==> src/rtl/adder_arb_pkg.sv <==
// adder_arb_pkg: shared definitions for the adder_arb16 arbiter slice.
//   - arb_state_e : controller FSM states (idle, issue, wait, done)
//   - ARB_NUM_REQ : default requester count
//   - ARB_DATA_W  : default operand/result width
//   - ARB_TIMEOUT : default WAIT-state cycle limit (ADDER_ARB_TIMEOUT_EN builds only)
package adder_arb_pkg;

   localparam int unsigned ARB_NUM_REQ = 4;
   localparam int unsigned ARB_DATA_W  = 16;
   localparam int unsigned ARB_TIMEOUT = 15;

   typedef enum logic [1:0] {
      StIdle  = 2'd0,
      StIssue = 2'd1,
      StWait  = 2'd2,
      StDone  = 2'd3
   } arb_state_e;

endpackage

==> src/rtl/rr_arbiter4.sv <==
// rr_arbiter4: combinational 4-way round-robin pick.
// Ports:
//   req    in  4  request vector
//   last   in  2  index of the most recently served requester
//   winner out 4  one-hot winner (all zero when no request)
//   idx    out 2  winner index (equals last when no request)
module rr_arbiter4 (
   input  logic [3:0] req,
   input  logic [1:0] last,
   output logic [3:0] winner,
   output logic [1:0] idx
);

   logic [1:0] cand;

   // Scan from farthest to nearest so the requester closest after last
   // overrides any earlier hit.
   always_comb begin
      winner = '0;
      idx    = last;
      cand   = last;
      for (int off = 4; off >= 1; off--) begin
         cand = last + 2'(off);
         if (req[cand]) begin
            winner       = '0;
            winner[cand] = 1'b1;
            idx          = cand;
         end
      end
   end

endmodule

==> src/rtl/adder_arb16.sv <==
// adder_arb16: round-robin controller sharing one 16-bit add/subtract
// datapath between four requesters. Latches the winner's operands, drives
// the adder enable/ready handshake and returns a registered result with a
// one-cycle done pulse.
// Optional feature macro: ADDER_ARB_TIMEOUT_EN (WAIT-state timeout, err flag).
// Ports:
//   clk, rst_n         clock, async active-low reset
//   req, sub           per-requester request and op select (1 = A-B)
//   a_flat, b_flat     packed operands, requester i at [16i+15:16i]
//   gnt, done          one-hot grant (ISSUE..DONE) and completion pulse
//   result, c_out, err registered result, carry-out, timeout flag
//   busy               high whenever the FSM is not idle
//   add_en, add_c_in   adder enable and carry-in / subtract select
//   add_a, add_b       adder operands (B unmodified; adder inverts it)
//   add_sum, add_cout  adder result and carry-out
//   add_ready          adder result valid
module adder_arb16
   import adder_arb_pkg::*;
#(
   parameter int unsigned NUM_REQ = ARB_NUM_REQ,
   parameter int unsigned DATA_W  = ARB_DATA_W,
   parameter int unsigned TIMEOUT = ARB_TIMEOUT
) (
   input  logic                      clk,
   input  logic                      rst_n,
   input  logic [NUM_REQ-1:0]        req,
   input  logic [NUM_REQ-1:0]        sub,
   input  logic [NUM_REQ*DATA_W-1:0] a_flat,
   input  logic [NUM_REQ*DATA_W-1:0] b_flat,
   output logic [NUM_REQ-1:0]        gnt,
   output logic [NUM_REQ-1:0]        done,
   output logic [DATA_W-1:0]         result,
   output logic                      c_out,
   output logic                      err,
   output logic                      busy,
   output logic                      add_en,
   output logic                      add_c_in,
   output logic [DATA_W-1:0]         add_a,
   output logic [DATA_W-1:0]         add_b,
   input  logic [DATA_W-1:0]         add_sum,
   input  logic                      add_cout,
   input  logic                      add_ready
);

   // The arbiter and 4-bit wait counter only support this parameter set.
   if (NUM_REQ != 4 || DATA_W == 0 || TIMEOUT == 0 || TIMEOUT > 15) begin : g_bad_cfg
      $error("adder_arb16: unsupported parameter set");
   end

   arb_state_e state_q, state_d;

   logic [NUM_REQ-1:0] gnt_q, gnt_d;
   logic [NUM_REQ-1:0] done_q, done_d;
   logic [DATA_W-1:0]  result_q, result_d;
   logic               c_out_q, c_out_d;
   logic               busy_q, busy_d;
   logic               add_en_q, add_en_d;
   logic               add_c_in_q, add_c_in_d;
   logic [DATA_W-1:0]  add_a_q, add_a_d;
   logic [DATA_W-1:0]  add_b_q, add_b_d;
   logic [1:0]         win_q, win_d;
   logic [1:0]         last_q, last_d;

   logic [3:0] pick_oh;
   logic [1:0] pick_idx;

   logic [DATA_W-1:0] a_arr [NUM_REQ];
   logic [DATA_W-1:0] b_arr [NUM_REQ];

   for (genvar i = 0; i < NUM_REQ; i++) begin : g_unpack
      assign a_arr[i] = a_flat[i*DATA_W +: DATA_W];
      assign b_arr[i] = b_flat[i*DATA_W +: DATA_W];
   end

   rr_arbiter4 u_rr_arbiter4 (
      .req    (req),
      .last   (last_q),
      .winner (pick_oh),
      .idx    (pick_idx)
   );

`ifdef ADDER_ARB_TIMEOUT_EN
   logic [3:0] wait_cnt_q, wait_cnt_d;
   logic       err_q, err_d;
`endif

   always_comb begin
      state_d    = state_q;
      gnt_d      = gnt_q;
      done_d     = '0;
      result_d   = result_q;
      c_out_d    = c_out_q;
      add_en_d   = add_en_q;
      add_c_in_d = add_c_in_q;
      add_a_d    = add_a_q;
      add_b_d    = add_b_q;
      win_d      = win_q;
      last_d     = last_q;
`ifdef ADDER_ARB_TIMEOUT_EN
      wait_cnt_d = wait_cnt_q;
      err_d      = err_q;
`endif

      unique case (state_q)
         StIdle: begin
            if (|req) begin
               // Operands are captured here; later input changes are ignored.
               state_d    = StIssue;
               gnt_d      = pick_oh;
               win_d      = pick_idx;
               add_a_d    = a_arr[pick_idx];
               add_b_d    = b_arr[pick_idx];
               add_c_in_d = sub[pick_idx];
               add_en_d   = 1'b1;
            end
         end
         StIssue: begin
            // add_ready may still reflect a previous op here, so it is ignored.
            state_d = StWait;
`ifdef ADDER_ARB_TIMEOUT_EN
            wait_cnt_d = '0;
`endif
         end
         StWait: begin
            if (add_ready) begin
               state_d  = StDone;
               result_d = add_sum;
               c_out_d  = add_cout;
               done_d   = gnt_q;
               add_en_d = 1'b0;
`ifdef ADDER_ARB_TIMEOUT_EN
               err_d    = 1'b0;
            end else if (wait_cnt_q == 4'(TIMEOUT - 1)) begin
               state_d  = StDone;
               result_d = '0;
               c_out_d  = 1'b0;
               done_d   = gnt_q;
               add_en_d = 1'b0;
               err_d    = 1'b1;
            end else begin
               wait_cnt_d = wait_cnt_q + 4'd1;
`endif
            end
         end
         StDone: begin
            state_d = StIdle;
            gnt_d   = '0;
            last_d  = win_q;
         end
         default: state_d = StIdle;
      endcase

      busy_d = (state_d != StIdle);
   end

   always_ff @(posedge clk or negedge rst_n) begin
      if (!rst_n) begin
         state_q    <= StIdle;
         gnt_q      <= '0;
         done_q     <= '0;
         result_q   <= '0;
         c_out_q    <= 1'b0;
         busy_q     <= 1'b0;
         add_en_q   <= 1'b0;
         add_c_in_q <= 1'b0;
         add_a_q    <= '0;
         add_b_q    <= '0;
         win_q      <= 2'd0;
         last_q     <= 2'd3;  // requester 0 wins the first arbitration
      end else begin
         state_q    <= state_d;
         gnt_q      <= gnt_d;
         done_q     <= done_d;
         result_q   <= result_d;
         c_out_q    <= c_out_d;
         busy_q     <= busy_d;
         add_en_q   <= add_en_d;
         add_c_in_q <= add_c_in_d;
         add_a_q    <= add_a_d;
         add_b_q    <= add_b_d;
         win_q      <= win_d;
         last_q     <= last_d;
      end
   end

`ifdef ADDER_ARB_TIMEOUT_EN
   always_ff @(posedge clk or negedge rst_n) begin
      if (!rst_n) begin
         wait_cnt_q <= '0;
         err_q      <= 1'b0;
      end else begin
         wait_cnt_q <= wait_cnt_d;
         err_q      <= err_d;
      end
   end

   assign err = err_q;
`else
   assign err = 1'b0;
`endif

   assign gnt      = gnt_q;
   assign done     = done_q;
   assign result   = result_q;
   assign c_out    = c_out_q;
   assign busy     = busy_q;
   assign add_en   = add_en_q;
   assign add_c_in = add_c_in_q;
   assign add_a    = add_a_q;
   assign add_b    = add_b_q;

endmodule

==> config.mk <==
export PLATFORM = sky130hd
export DESIGN_NAME = adder_arb16
export DESIGN_NICKNAME = d
export VERILOG_FILES = /design/src/rtl/adder_arb_pkg.sv /design/src/rtl/rr_arbiter4.sv /design/src/rtl/adder_arb16.sv
export SDC_FILE = /design/constraint.sdc
export NUM_CORES = 1
export LEC_CHECK = 0
export BUFFER_PORTS_ARGS = -buffer_cell sky130_fd_sc_hd__buf_2
export CORE_MARGIN = 3
export CORE_UTILIZATION = 48
export CTS_CLUSTER_DIAMETER = 150
export DETAILED_ROUTE_END_ITERATION = 12
export GPL_TIMING_DRIVEN = 0
export HOLD_SLACK_MARGIN = 0.12
export PLACE_DENSITY_LB_ADDON = 0.12
export SYNTH_ARGS = -nofsm -noshare
export SYNTH_HDL_FRONTEND = slang
export SYNTH_HIERARCHICAL = 1
export SYNTH_SLANG_ARGS = --single-unit
export TNS_END_PERCENT = 100
==> constraint.sdc <==
create_clock -name clk -period 4.9 [get_ports clk]
set_input_delay 0.735 -clock clk [delete_from_list [all_inputs] [get_ports clk]]
set_output_delay 0.735 -clock clk [all_outputs]
set_load 0.01 [all_outputs]
==> impl_metrics.tcl <==
set metrics [dict create \
    setup_ws_ps 1222 \
    dieArea_um2 9056 \
    numCtsBuffers 9 \
    crit_path_start_kind "flip-flop" \
    antenna_left 0 \
    synth_nets 428 \
    synth-edff-count 0 \
    wl_met2_um 5815 \
    cts_sinks 66 \
    fp.dieH_um 95.17 \
    cp_data_arrival_time_ps 3890 \
    intPower_w 0.002597 \
    antenna_cells 0 \
    yosys_register_bits 66 \
    cts_post_setup_buffers_inserted 0 \
    gp_routability_congestion 0.8032 \
    pin_count 217 \
    maxSlewViolCount 0 \
    p_per_area_nw_per_um2 786.2 \
    core_area_um2 7486 \
    worstPathRequired_ps 5110 \
    pwr-share-clk_pct 13.6 \
    utilization_pct 70.37 \
    cp_max_fo 10 \
    run_status "completed" \
    wl_met1_um 3785 \
    die_x_um 95.17 \
    hold_class "in2async" \
    period_needed_ps 3678 \
    rsz0062_at_grt "false" \
    worstSkewPairLatency_ps 330 \
    seqPwrFrac_pct 23.7 \
    dp_hpwl_um 8515 \
    tightest_slew_ps 812.2 \
    combPwrFrac_pct 62.7 \
    seq_area_frac_synth_pct 43.34 \
    overflow 0 \
    clk_pin_slew_ps 80 \
    end_kind "flip-flop" \
    top_layer "met4" \
    initial_core_util_pct 50.98 \
    wl_um 10620 \
    hold_ws_ps 482.9 \
    netlist_area_um2 3816 \
    path_class "reg2reg" \
    skew_ps 8.359 \
    p_sw_share_pct 37.28 \
    place_ws_ps 1181 \
    ctsResizeCount 0 \
    syn2layout_area_growth_pct 38.03 \
    max_clock_freq_ghz 0.2719 \
    numPortBuffers 215 \
    synth_top_flop_cell "dfrtp_1" \
    drtPass1Iterations 4 \
    grt_start_max_net_pins 67 \
    syn_inst 262 \
    cts_htree_levels 3 \
    drive_above_1_share_pct 69.37 \
    clk_path_buf_depth 2 \
    antenna_found_initial 0 \
    async_flop_share_pct 100.0 \
    placementRows 31 \
    hold_viol_final 0 \
    nets 654 \
    wl_met3_um 873 \
    grt_pass1_vias 3398 \
    drv_cap 0 \
    wl_per_cell_um 17.93 \
    avgViaCountPerCell 5.321 \
    p_leak_nw 2.562 \
    cts_tree "built" \
    ir_worst_vdd_mv 0.5056 \
    syn_area_per_cell_um2 14.57 \
    timing.rr.start "last_q[0]" \
    slew_headroom_pct 45.86 \
    yosysUniqueCellTypes 40 \
    grt_pass1_wl_um 15860 \
    grt_use_total_pct 22.98 \
    yosys_warnings 6 \
    drc 0 \
    finalSetupViolations 0 \
    startpoint "last_q[0]" \
    ctsHoldBuffers 0 \
    fillerInstances 556 \
    fin_crit_sh_pct 75.06 \
    p_sw_w 0.001544 \
    drt_iter0_drc 86 \
    tns_ps 0 \
    vias 3150 \
    cts_root_buf "clkbuf_8" \
]
[placed cells by master (no fill, tap or decap), drive strengths merged, types with 5 or more instances in the layout]
master / instances
nor2: 8
ha: 10
a22oi: 7
clkbuf: 13
inv: 8
dfrtp: 64
mux4: 35
mux2: 57
buf: 230
o21ai: 5
mux2i: 5
[metal layers]
metal,vias to the layer above,track usage [%]
met2,134,41.34
met3,13,6.235
met4,0,7.332
li1,1473,-
met5,-,0
met1,1530,26.44
[stage by stage]
stage | area, um^2 | total power [W] | cells
after global routing | 5268 | 0.004435 | 592
after global placement | 5016 | 0.003534 | 576
final | 5268 | 0.004141 | 592
after detailed placement | 5019 | 0.003608 | 576
after CTS | 5268 | 0.004195 | 592
after floorplan | 3816 | 0.002912 | 262
[flip-flops by register name (all words and copies together), names as in the netlist]
| name | count |
|---|---|
| add_c_in | 1 |
| done | 4 |
| c_out | 1 |
| add_a | 16 |
| add_b | 16 |
| last_q | 2 |
| gnt | 4 |
| busy | 1 |
| state_q | 2 |
| result | 16 |
| win_q | 2 |
| add_en | 1 |
[final cells by class]
class | count | area, um^2 | share of cell area (%)
Tap cell | 99 | 123.9 | 2.352
Inverter | 6 | 22.52 | 0.4276
Timing Repair Buffer | 215 | 1079 | 20.47
Buffer | 19 | 123.9 | 2.352
Multi-Input combinational cell | 171 | 2016 | 38.27
Sequential cell | 66 | 1654 | 31.40
Clock buffer | 9 | 123.9 | 2.352
Clock inverter | 7 | 125.1 | 2.375
[worst max-delay path, cell delays in order (launching register included)]
cell	delay [ps]
dfstp_2	590
buf_4	210
inv_1	120
ha_1	290
buf_2	220
mux2i_1	200
mux2_2	260
nor2b_2	190
xnor2_1	120
buf_2	260
buf_4	280
mux4_2	530
mux2_2	280
[power by group through the flow]
stage / clock network, W / logic [W] / registers, W
floorplan: 0 / 0.00183 / 0.00109
detailed placement: 0 / 0.00262 / 0.000986
global placement: 0 / 0.00256 / 0.000972
finish: 0.000564 / 0.00260 / 0.000980
CTS: 0.000572 / 0.00264 / 0.000984
global route: 0.000596 / 0.00282 / 0.00102
[cell families after synthesis]
logic type / share of synthesized area (%)
AND/OR/NAND/NOR: 4.852
XOR/XNOR: 0.2296
AO/OA/AOI/OAI: 5.574
other: 0.09827
flip-flops: 43.34
buffers and inverters: 3.836
adder cells (fa/ha/maj): 3.279
multiplexers: 38.79
[synthesized netlist by cell type, types with 2 or more instances]
library cell	n	area, um^2
dfrtp_1	64	1602
nand2_1	4	15.01
o22ai_1	2	12.51
nand3_1	4	20.02
buf_4	4	30.03
a31oi_1	4	25.02
mux2_2	57	641.9
buf_2	6	30.03
a22oi_1	7	52.55
and3_1	4	25.02
buf_6	4	45.04
nor2_1	8	30.03
dfstp_2	2	52.55
clkbuf_1	4	15.01
ha_1	10	125.1
or3b_1	2	17.52
mux2i_1	5	50.05
inv_1	6	22.52
nand4_1	4	25.02
mux4_2	35	788.3
o21ai_0	5	25.02
a21oi_1	2	10.01
o211ai_1	2	15.01
[final timing paths]
| path | to | depth (start not counted) | slack [ps] |
|---|---|---|---|
| setup / recovery | add_a[2] | 12 | 1220 |
| hold / removal | gnt[3] | 1 | 480 |
| setup reg to reg | add_a[2] | 12 | 1220 |
| hold reg to reg | result[1] | 1 | 500 |
| max in group asynchronous | add_a[11] | 1 | 3880 |
| min in group clk | result[1] | 1 | 500 |
No activity file was read; power rests on OpenSTA's default activity.
